$ cat src/rtl/unified_memory_arbiter.sv
// unified_memory_arbiter: shares one single-port memory between the instruction
// fetch (IF) port and the data load/store (MEM) port of a 5-stage pipeline.
// Each access runs IDLE -> BUSY -> DONE. MEM has priority, but an anti-starvation
// counter forces IF to win once MEM has taken STARVE_LIMIT grants while IF waited.
// Optional feature macro: MEM_ARB_TIMEOUT_EN adds a BUSY-state watchdog that
// completes a hung access with zero data and sets the sticky MemError flag.
//
// Handshake: a requester raises Req with its address/data and holds Req high
// until it sees its one-cycle Valid pulse. It drops Req in the Valid (DONE)
// cycle or earlier. Inputs are only sampled in IDLE; changes while the access
// is in flight have no effect. Toward memory, Mem_Enable is a one-cycle strobe
// in the first BUSY cycle; the memory answers with Mem_Ready (and read data) in
// any BUSY cycle, and Mem_Ready seen outside BUSY is ignored.
module unified_memory_arbiter #(
  parameter int ADDR_W         = 32,
  parameter int DATA_W         = 32,
  parameter int STARVE_LIMIT   = 4,
  parameter int TIMEOUT_CYCLES = 16
) (
  input  logic              ClockSource,
  input  logic              ResetN,
  input  logic              IF_Req,
  input  logic [ADDR_W-1:0] IF_Address,
  output logic [DATA_W-1:0] IF_ReadData,
  output logic              IF_Valid,
  input  logic              MEM_Req,
  input  logic              MEM_Write,
  input  logic [ADDR_W-1:0] MEM_Address,
  input  logic [DATA_W-1:0] MEM_WriteData,
  output logic [DATA_W-1:0] MEM_ReadData,
  output logic              MEM_Valid,
  output logic              Mem_Enable,
  output logic              Mem_WriteEnable,
  output logic [ADDR_W-1:0] Mem_Address,
  output logic [DATA_W-1:0] Mem_WriteData,
  input  logic [DATA_W-1:0] Mem_ReadData,
  input  logic              Mem_Ready,
  output logic              StallIF,
  output logic              StallMEM,
  output logic              MemError,
  output logic [1:0]        dbg_state
);

  localparam logic [1:0] IDLE = 2'd0;
  localparam logic [1:0] BUSY = 2'd1;
  localparam logic [1:0] DONE = 2'd2;

  localparam logic [3:0] STARVE_MAX = 4'(STARVE_LIMIT);

  logic [1:0]        state;
  logic              owner_mem;
  logic [ADDR_W-1:0] addr_q;
  logic [DATA_W-1:0] wdata_q;
  logic              write_q;
  logic              enable_q;
  logic [3:0]        starve_cnt;
  logic [DATA_W-1:0] if_rdata_q;
  logic [DATA_W-1:0] mem_rdata_q;
  logic              if_valid_q;
  logic              mem_valid_q;

  logic              grant_if;
  logic              timeout;
  logic              finish;
  logic [DATA_W-1:0] finish_data;

  // IF wins when it is alone, or when MEM has starved it for STARVE_LIMIT grants.
  assign grant_if    = IF_Req && (!MEM_Req || (starve_cnt == STARVE_MAX));
  assign finish      = (state == BUSY) && (Mem_Ready || timeout);
  assign finish_data = Mem_Ready ? Mem_ReadData : '0;

`ifdef MEM_ARB_TIMEOUT_EN
  localparam int WD_W = $clog2(TIMEOUT_CYCLES + 1);

  logic [WD_W-1:0] wd_cnt;
  logic            err_q;

  assign timeout = (state == BUSY) && !Mem_Ready &&
                   (wd_cnt == WD_W'(TIMEOUT_CYCLES - 1));

  // Watchdog: counts BUSY cycles, restarts on every new access, sticky error.
  always_ff @(posedge ClockSource or negedge ResetN) begin
    if (!ResetN) begin
      wd_cnt <= '0;
      err_q  <= 1'b0;
    end else begin
      if (state != BUSY) wd_cnt <= '0;
      else               wd_cnt <= wd_cnt + 1'b1;
      if (timeout) err_q <= 1'b1;
    end
  end

  assign MemError = err_q;
`else
  assign timeout  = 1'b0;
  assign MemError = 1'b0;
`endif

  // Access sequencer: arbitrate in IDLE, hold the access in BUSY, pulse Valid in DONE.
  always_ff @(posedge ClockSource or negedge ResetN) begin
    if (!ResetN) begin
      state       <= IDLE;
      owner_mem   <= 1'b0;
      addr_q      <= '0;
      wdata_q     <= '0;
      write_q     <= 1'b0;
      enable_q    <= 1'b0;
      starve_cnt  <= '0;
      if_rdata_q  <= '0;
      mem_rdata_q <= '0;
      if_valid_q  <= 1'b0;
      mem_valid_q <= 1'b0;
    end else begin
      enable_q    <= 1'b0;
      if_valid_q  <= 1'b0;
      mem_valid_q <= 1'b0;
      case (state)
        IDLE: begin
          if (IF_Req || MEM_Req) begin
            state     <= BUSY;
            enable_q  <= 1'b1;
            owner_mem <= !grant_if;
            addr_q    <= grant_if ? IF_Address : MEM_Address;
            write_q   <= !grant_if && MEM_Write;
            wdata_q   <= MEM_WriteData;
            if (grant_if)
              starve_cnt <= '0;
            else if (IF_Req && (starve_cnt != STARVE_MAX))
              starve_cnt <= starve_cnt + 1'b1;
          end
        end
        BUSY: begin
          if (finish) begin
            state <= DONE;
            if (owner_mem) begin
              mem_valid_q <= 1'b1;
              // Stores acknowledge without disturbing the last load result.
              if (!write_q) mem_rdata_q <= finish_data;
            end else begin
              if_valid_q <= 1'b1;
              if_rdata_q <= finish_data;
            end
          end
        end
        DONE:    state <= IDLE;
        default: state <= IDLE;
      endcase
    end
  end

  assign Mem_Enable      = enable_q;
  assign Mem_WriteEnable = write_q && (state == BUSY);
  assign Mem_Address     = addr_q;
  assign Mem_WriteData   = wdata_q;
  assign IF_ReadData     = if_rdata_q;
  assign MEM_ReadData    = mem_rdata_q;
  assign IF_Valid        = if_valid_q;
  assign MEM_Valid       = mem_valid_q;
  assign StallIF         = IF_Req && !if_valid_q;
  assign StallMEM        = MEM_Req && !mem_valid_q;
  assign dbg_state       = state;

endmodule

$ cat config.mk
export PLATFORM = sky130hd
export DESIGN_NAME = unified_memory_arbiter
export DESIGN_NICKNAME = d
export VERILOG_FILES = /design/src/rtl/unified_memory_arbiter.sv
export SDC_FILE = /design/constraint.sdc
export NUM_CORES = 1
export LEC_CHECK = 0
export CAP_MARGIN = 30
export CORE_ASPECT_RATIO = 2
export CORE_MARGIN = 1
export CORE_UTILIZATION = 40
export CTS_BUF_LIST = sky130_fd_sc_hd__clkbuf_4
export CTS_CLUSTER_SIZE = 28
export DETAILED_ROUTE_END_ITERATION = 10
export GPL_TIMING_DRIVEN = 0
export PLACE_DENSITY = 0.86
export SLEW_MARGIN = 20
export SYNTH_ARGS = -nofsm -noshare
export SYNTH_HDL_FRONTEND = slang
export SYNTH_SLANG_ARGS = --single-unit
$ cat constraint.sdc
create_clock -name ClockSource -period 1.68 [get_ports ClockSource]
set_input_delay 0.168 -clock ClockSource [delete_from_list [all_inputs] [get_ports ClockSource]]
set_output_delay 0.168 -clock ClockSource [all_outputs]
set_load 0.05 [all_outputs]
; Word level (Yosys, flattened, before mapping)
; Index checks and enable logic that the tools add are counted.
[totals]
wordCells = 54
latchBits = 0
out_inout_bits = 137
mem_count = 0
reg_bits = 139
in_bits = 134
romBits = 0
ram_bits = 0
[classes]
addsub = 1
n_mul = 0
magnitude_cmp = 0
bitwise = 2
n_eq_ne = 5
n_mux = 15
div = 0
shifts = 0
reduce_logical = 20
[op_table]
columns = cell, n
row1 = two-way mux 32 bit, 2
row2 = two-way mux 1 bit, 8
row3 = two-way mux 4 bit, 2
row4 = logical AND 1 bit, 7
row5 = AND reduction 3 bit, 2
row6 = "adder 4 x 1 -> 4 bit, second input constant", 1
row7 = "equality test 4 x 3 -> 1 bit, second input constant", 1
row8 = zero test 1 bit, 4
row9 = two-way mux 2 bit, 2
row10 = "inequality test 2 bit, second input constant", 2
row11 = "inequality test 4 x 3 -> 1 bit, second input constant", 1
row12 = case mux 2 bit (2 select lines), 1
row13 = AND reduction 2 bit, 2
row14 = AND reduction 4 bit, 1
row15 = "equality test 2 x 1 -> 1 bit, second input constant", 1
row16 = zero test 2 bit, 1
row17 = logical OR 1 bit, 2
row18 = NOT 1 bit, 2
row19 = nonzero test 2 bit, 1

; Logic depth before layout (Yosys ltp)
[depth]
ltp_word = 5
mapped_depth = 7
ltp_nobuf = 5

; Least setup slack after synthesis
; OpenSTA, ideal clock, no wires.
[synth_timing]
kind = reg-to-reg
startpoint = reg state[0] (netlist: dbg_state[0])
endpoint = reg if_rdata_q[10] (netlist: IF_ReadData[10])
setup_ps = 128
path_stages_with_launch = 5
synth_period_minus_slack_ps = 1865
arrival_ps = 1738
slack_ps = -185
path_buffers = 1
t_required_ps = 1552
cell_sequence = dfrtp_1 -> nand2_1 -> nor3_2 -> buf_4 -> mux2_1
[synth_via]
elab_chain_cells = 3
[synth_rtl]
columns = element, line
row1 = "start, declared", 50  ; logic [1:0] state;
row2 = "start signal, assigned", 102  ; state <= IDLE;
row3 = "start signal, assigned", 120  ; state <= BUSY;
row4 = "start signal, assigned", 134  ; state <= DONE;
row5 = equality test 2 x 1 -> 1 bit *, "69, 117"
row6 = logical AND 1 bit, 69  ; assign finish = (state == BUSY) && (Mem_Ready || timeout);
row7 = AND reduction 3 bit (no line) *, -
row8 = "end signal, assigned", 141  ; if_rdata_q <= finish_data;
row9 = "end, declared", 57  ; logic [DATA_W-1:0] if_rdata_q;
; Mark *: on every way between the ends. The rest lies on a longest branch, timed or not.
; A chain may end at the register's enable or synchronous reset.

; Final worst setup path
[layout_timing]
startpoint = reg state[1] (netlist: dbg_state[1])
endpoint = out Mem_WriteEnable
[layout_via]
elab_chain_cells = 2
[layout_rtl]
columns = element, line
row1 = equality test 2 x 1 -> 1 bit, 152  ; assign Mem_WriteEnable = write_q && (state == BUSY);
row2 = logical AND 1 bit, 152
row3 = "end, declared", 33  ; output logic Mem_WriteEnable,
; No other way between the ends.

==> summary.md <==
| Metric | Value |
|---|---|
| DRT Pass-1 Iters | `4` |
| Min cycle time layout | `1.64 ns` |
| Number of max-cap violations | `0` |
| Outcome | `finished, final reports clean` |
| Largest cells by area after synthesis | `dfrtp_1 55%, mux2_4 7.9%, mux2_1 5.7%, mux2i_1 5.1%, o221ai_2 4.8%` |
| Area Overhead vs Synth | `53.2%` |
| P_leak | `4.36 nW` |
| Routed wire length | `18000 um` |
| Max FO, Critical Path | `7` |
| Async SR Flop Fraction | `100%` |
| Starting DRC count in detailed routing | `136` |
| Power Dens Cells | `2140 nW/um^2` |
| Setup WS post-layout | `0.0401 ns` |
| Main combinational cell family by area after synthesis | `multiplexers` |
| Root buffer cell | `clkbuf_4` |
| Worst VDD drop | `1050 uV` |
| Reg-to-reg slack, setup | `0.05 ns` |
| Final Cycle Share | `97.6%` |
| Clk_lat worst skew | `0.55 ns` |
| Die X | `90.8 um` |
| Count leader, synth | `dfrtp_1` |
| Vias/cell | `5.02` |
| Post-detail-place hpwl | `13700 um` |
| Worst Path Required | `1.51 ns` |
| Initial Util | `41.0%` |
| Post-route cell area | `9650 sq um` |
| Yosys cell types | `38` |
| RSZ-0062 raised after global routing | `yes` |
| Setup crit start | `dbg_state[1]` |
| First-pass GRT wire length | `28700 um` |
| Die Area | `16300 sq um` |
| Setup CP Type | `flop to output port` |
| Fin. Hold Viols | `0` |
| XOR/XNOR share of the synthesized area | `0%` |
| Max Slew Vio Count | `0` |
| CTS tree | `built` |
| Total track usage | `22.9%` |
| Post-synth EDFFs | `0` |
| Worst r2r dst | `Mem_Address[19]` |
| Min-delay worst type | `primary input to async pin` |
| Startpoint Class | `flop` |
| Vias in the first global route | `5480` |
| Yosys top cell area share | `55.2%` |
| Max Buffers Root-to-Sink | `2` |
| CTS H-Tree Depth | `4` |
| Core Util, Final | `62.8%` |
| Fraction of synthesized area in multiplexers | `18.7%` |
| Antenna-violating nets left | `0` |
| Main flop type after synthesis | `dfrtp_1` |
| CTS Sinks | `139` |
| Total number of vias | `5140` |
| Simple-Gate Fraction of Synth Area | `10.2%` |
| Post-Syn Area per Cell | `12.4 sq um` |
| Overall power | `20.7 mW` |
| RD Place Congestion | `0.883` |
| Seq/Total Area, Yosys | `55.2%` |
| Clk_skew | `0.0174 ns` |
| Crit end category | `output port` |
| Largest net degree at the start of global routing | `87` |
| DR WL/cell | `17.6 um` |
| # rows | `64` |
| Worst Path Arrival | `1.47 ns` |
| Synth top cells by count | `139 x dfrtp_1, 68 x inv_1, 34 x nand2_1, 34 x nand3_1, 34 x nand4_1` |
| # port buffers | `268` |
| Achievable Freq | `610 MHz` |
| Number of CTS-inserted buffers | `17` |
| CP Capture Point | `Mem_WriteEnable` |
| DP Area | `9280 sq um` |
| Cell taking the most area after synthesis | `dfrtp_1` |
| Synthesized-area fraction occupied by adder cells | `0.397%` |
| # setup viols final | `0` |
| Mapped cell area | `6300 sq um` |
| Post-synthesis compound-gate area fraction | `7.32%` |
| Yosys Warn Count | `0` |
| # DRC | `0` |
| Worst slack, placed | `-0.427 ns` |
| Synth Register Bits | `139` |
| Die Ht | `180 um` |
| Layout cell share with drive strength beyond 1 | `22.1%` |
| Core area | `15400 sq um` |
| Grt ovf | `0` |
| R2R cell count | `6` |
| Critical register-to-register path startpoint | `starve_cnt[1]` |
| Slew @ Worst Pin | `0.564 ns` |
| Reg clk slew, reported paths | `0.11 ns` |
| Relative slew slack | `62.5%` |
| Ports | `271` |
| Synth Instances | `510` |
| Fin nets | `947` |
| Post-Syn Nets | `646` |
| Initial antenna violation count | `1` |
[flip-flops by register name, indices dropped and copies added (netlist names)]
register       count
Mem_Address       32
IF_Valid           1
write_q            1
IF_ReadData       32
starve_cnt         4
dbg_state          2
MEM_Valid          1
owner_mem          1
MEM_ReadData      32
Mem_WriteData     32
Mem_Enable         1
[per-layer routing]
metal / vias to the layer above / global-route usage (%) / part of all wire [%] / wire length, um
met4: 0 / 15.7 / 5.9 / 1060
met2: 197 / 41.3 / 55 / 9970
met5: - / 0 / 0 / 0
li1: 2382 / - / - / -
met3: 59 / 4.99 / 4.7 / 844
met1: 2502 / 23.0 / 34 / 6150
[worst min path at each step]
stage	startpoint	end
floorplan	ResetN	IF_ReadData[0]
global placement	IF_ReadData[6]	IF_ReadData[6]
detailed placement	ResetN	IF_ReadData[22]
CTS	ResetN	MEM_ReadData[27]
global route	ResetN	IF_ReadData[25]
finish	ResetN	IF_ReadData[22]
[placed cells by master, fill, tap and decap left out, types with 2 or more instances in the layout]
master	netlist	routed
buf_8	0	4
o221ai_2	20	20
inv_1	68	68
mux2i_1	32	32
dfrtp_1	139	137
mux2_4	33	33
mux2_1	32	32
clkinv_1	0	3
o21ai_1	3	2
buf_4	4	13
ha_1	2	2
bufinv_16	0	6
and2_1	2	2
dfrtp_2	0	2
nand4_1	34	34
nand3_1	34	34
clkdlybuf4s15_1	0	63
buf_2	8	8
clkinvlp_4	0	3
o221ai_1	12	12
dlygate4sd3_1	0	2
clkbuf_4	0	21
clkbuf_2	1	38
dlygate4sd2_1	0	28
clkbuf_1	17	9
nor2_1	4	2
clkdlybuf4s15_2	0	9
clkdlybuf4s50_1	0	131
buf_6	10	14
nand2b_1	3	2
nand2_1	34	33
[metrics by stage]
step | hold WS (ns) | std cells | setup TNS, ns
4_1_cts | 0.0762 | 1017 | -0.117
6_report | 0.129 | 1023 | 0
3_3_place_gp | 0.467 | 976 | -744.85
5_1_grt | 0.107 | 1023 | -0.0911
3_5_place_dp | 0.110 | 977 | -26.31
2_1_floorplan | -0.128 | 510 | 0
[cell type report]
class / instances / area [sq um]
tap: 198 / 248
fill: 1230 / 5720
multi-input combinational: 261 / 2350
sequential: 139 / 3480
buffer: 41 / 314
antenna: 1 / 2.50
clock buffer: 19 / 143
timing repair buffer: 282 / 2640
inverter: 69 / 259
clock inverter: 13 / 223
[critical path: stages (launching register included)]
cell      delay [ns]
dfrtp_2         0.42
buf_6           0.13
nand2b_4        0.14
nor2_4          0.09
buf_8           0.15
[timing repair]
action | 4_1_cts | 5_1_grt
pin swaps | 3 | 1
setup endpoints to repair | 258 | 152
resized for setup | 219 | 114
hold endpoints to repair | 142 | 0
buffers inserted | 6 | 5
cloned | 0 | 0
hold buffers | 2 | 0
[where the power goes]
| part | switching [mW] | internal, mW |
|---|---|---|
| registers | 0.844 | 4.88 |
| logic | 8.23 | 3.97 |
| clock network | 1.25 | 1.50 |
[logic make-up after synthesis]
kind of cell    Yosys count
fa+ha+maj                 2
other cells               1
mux                      97
simple gates            120
flops                   139
compound gates           41
buf+inv                 110
No activity file was read; power rests on OpenSTA's default activity.
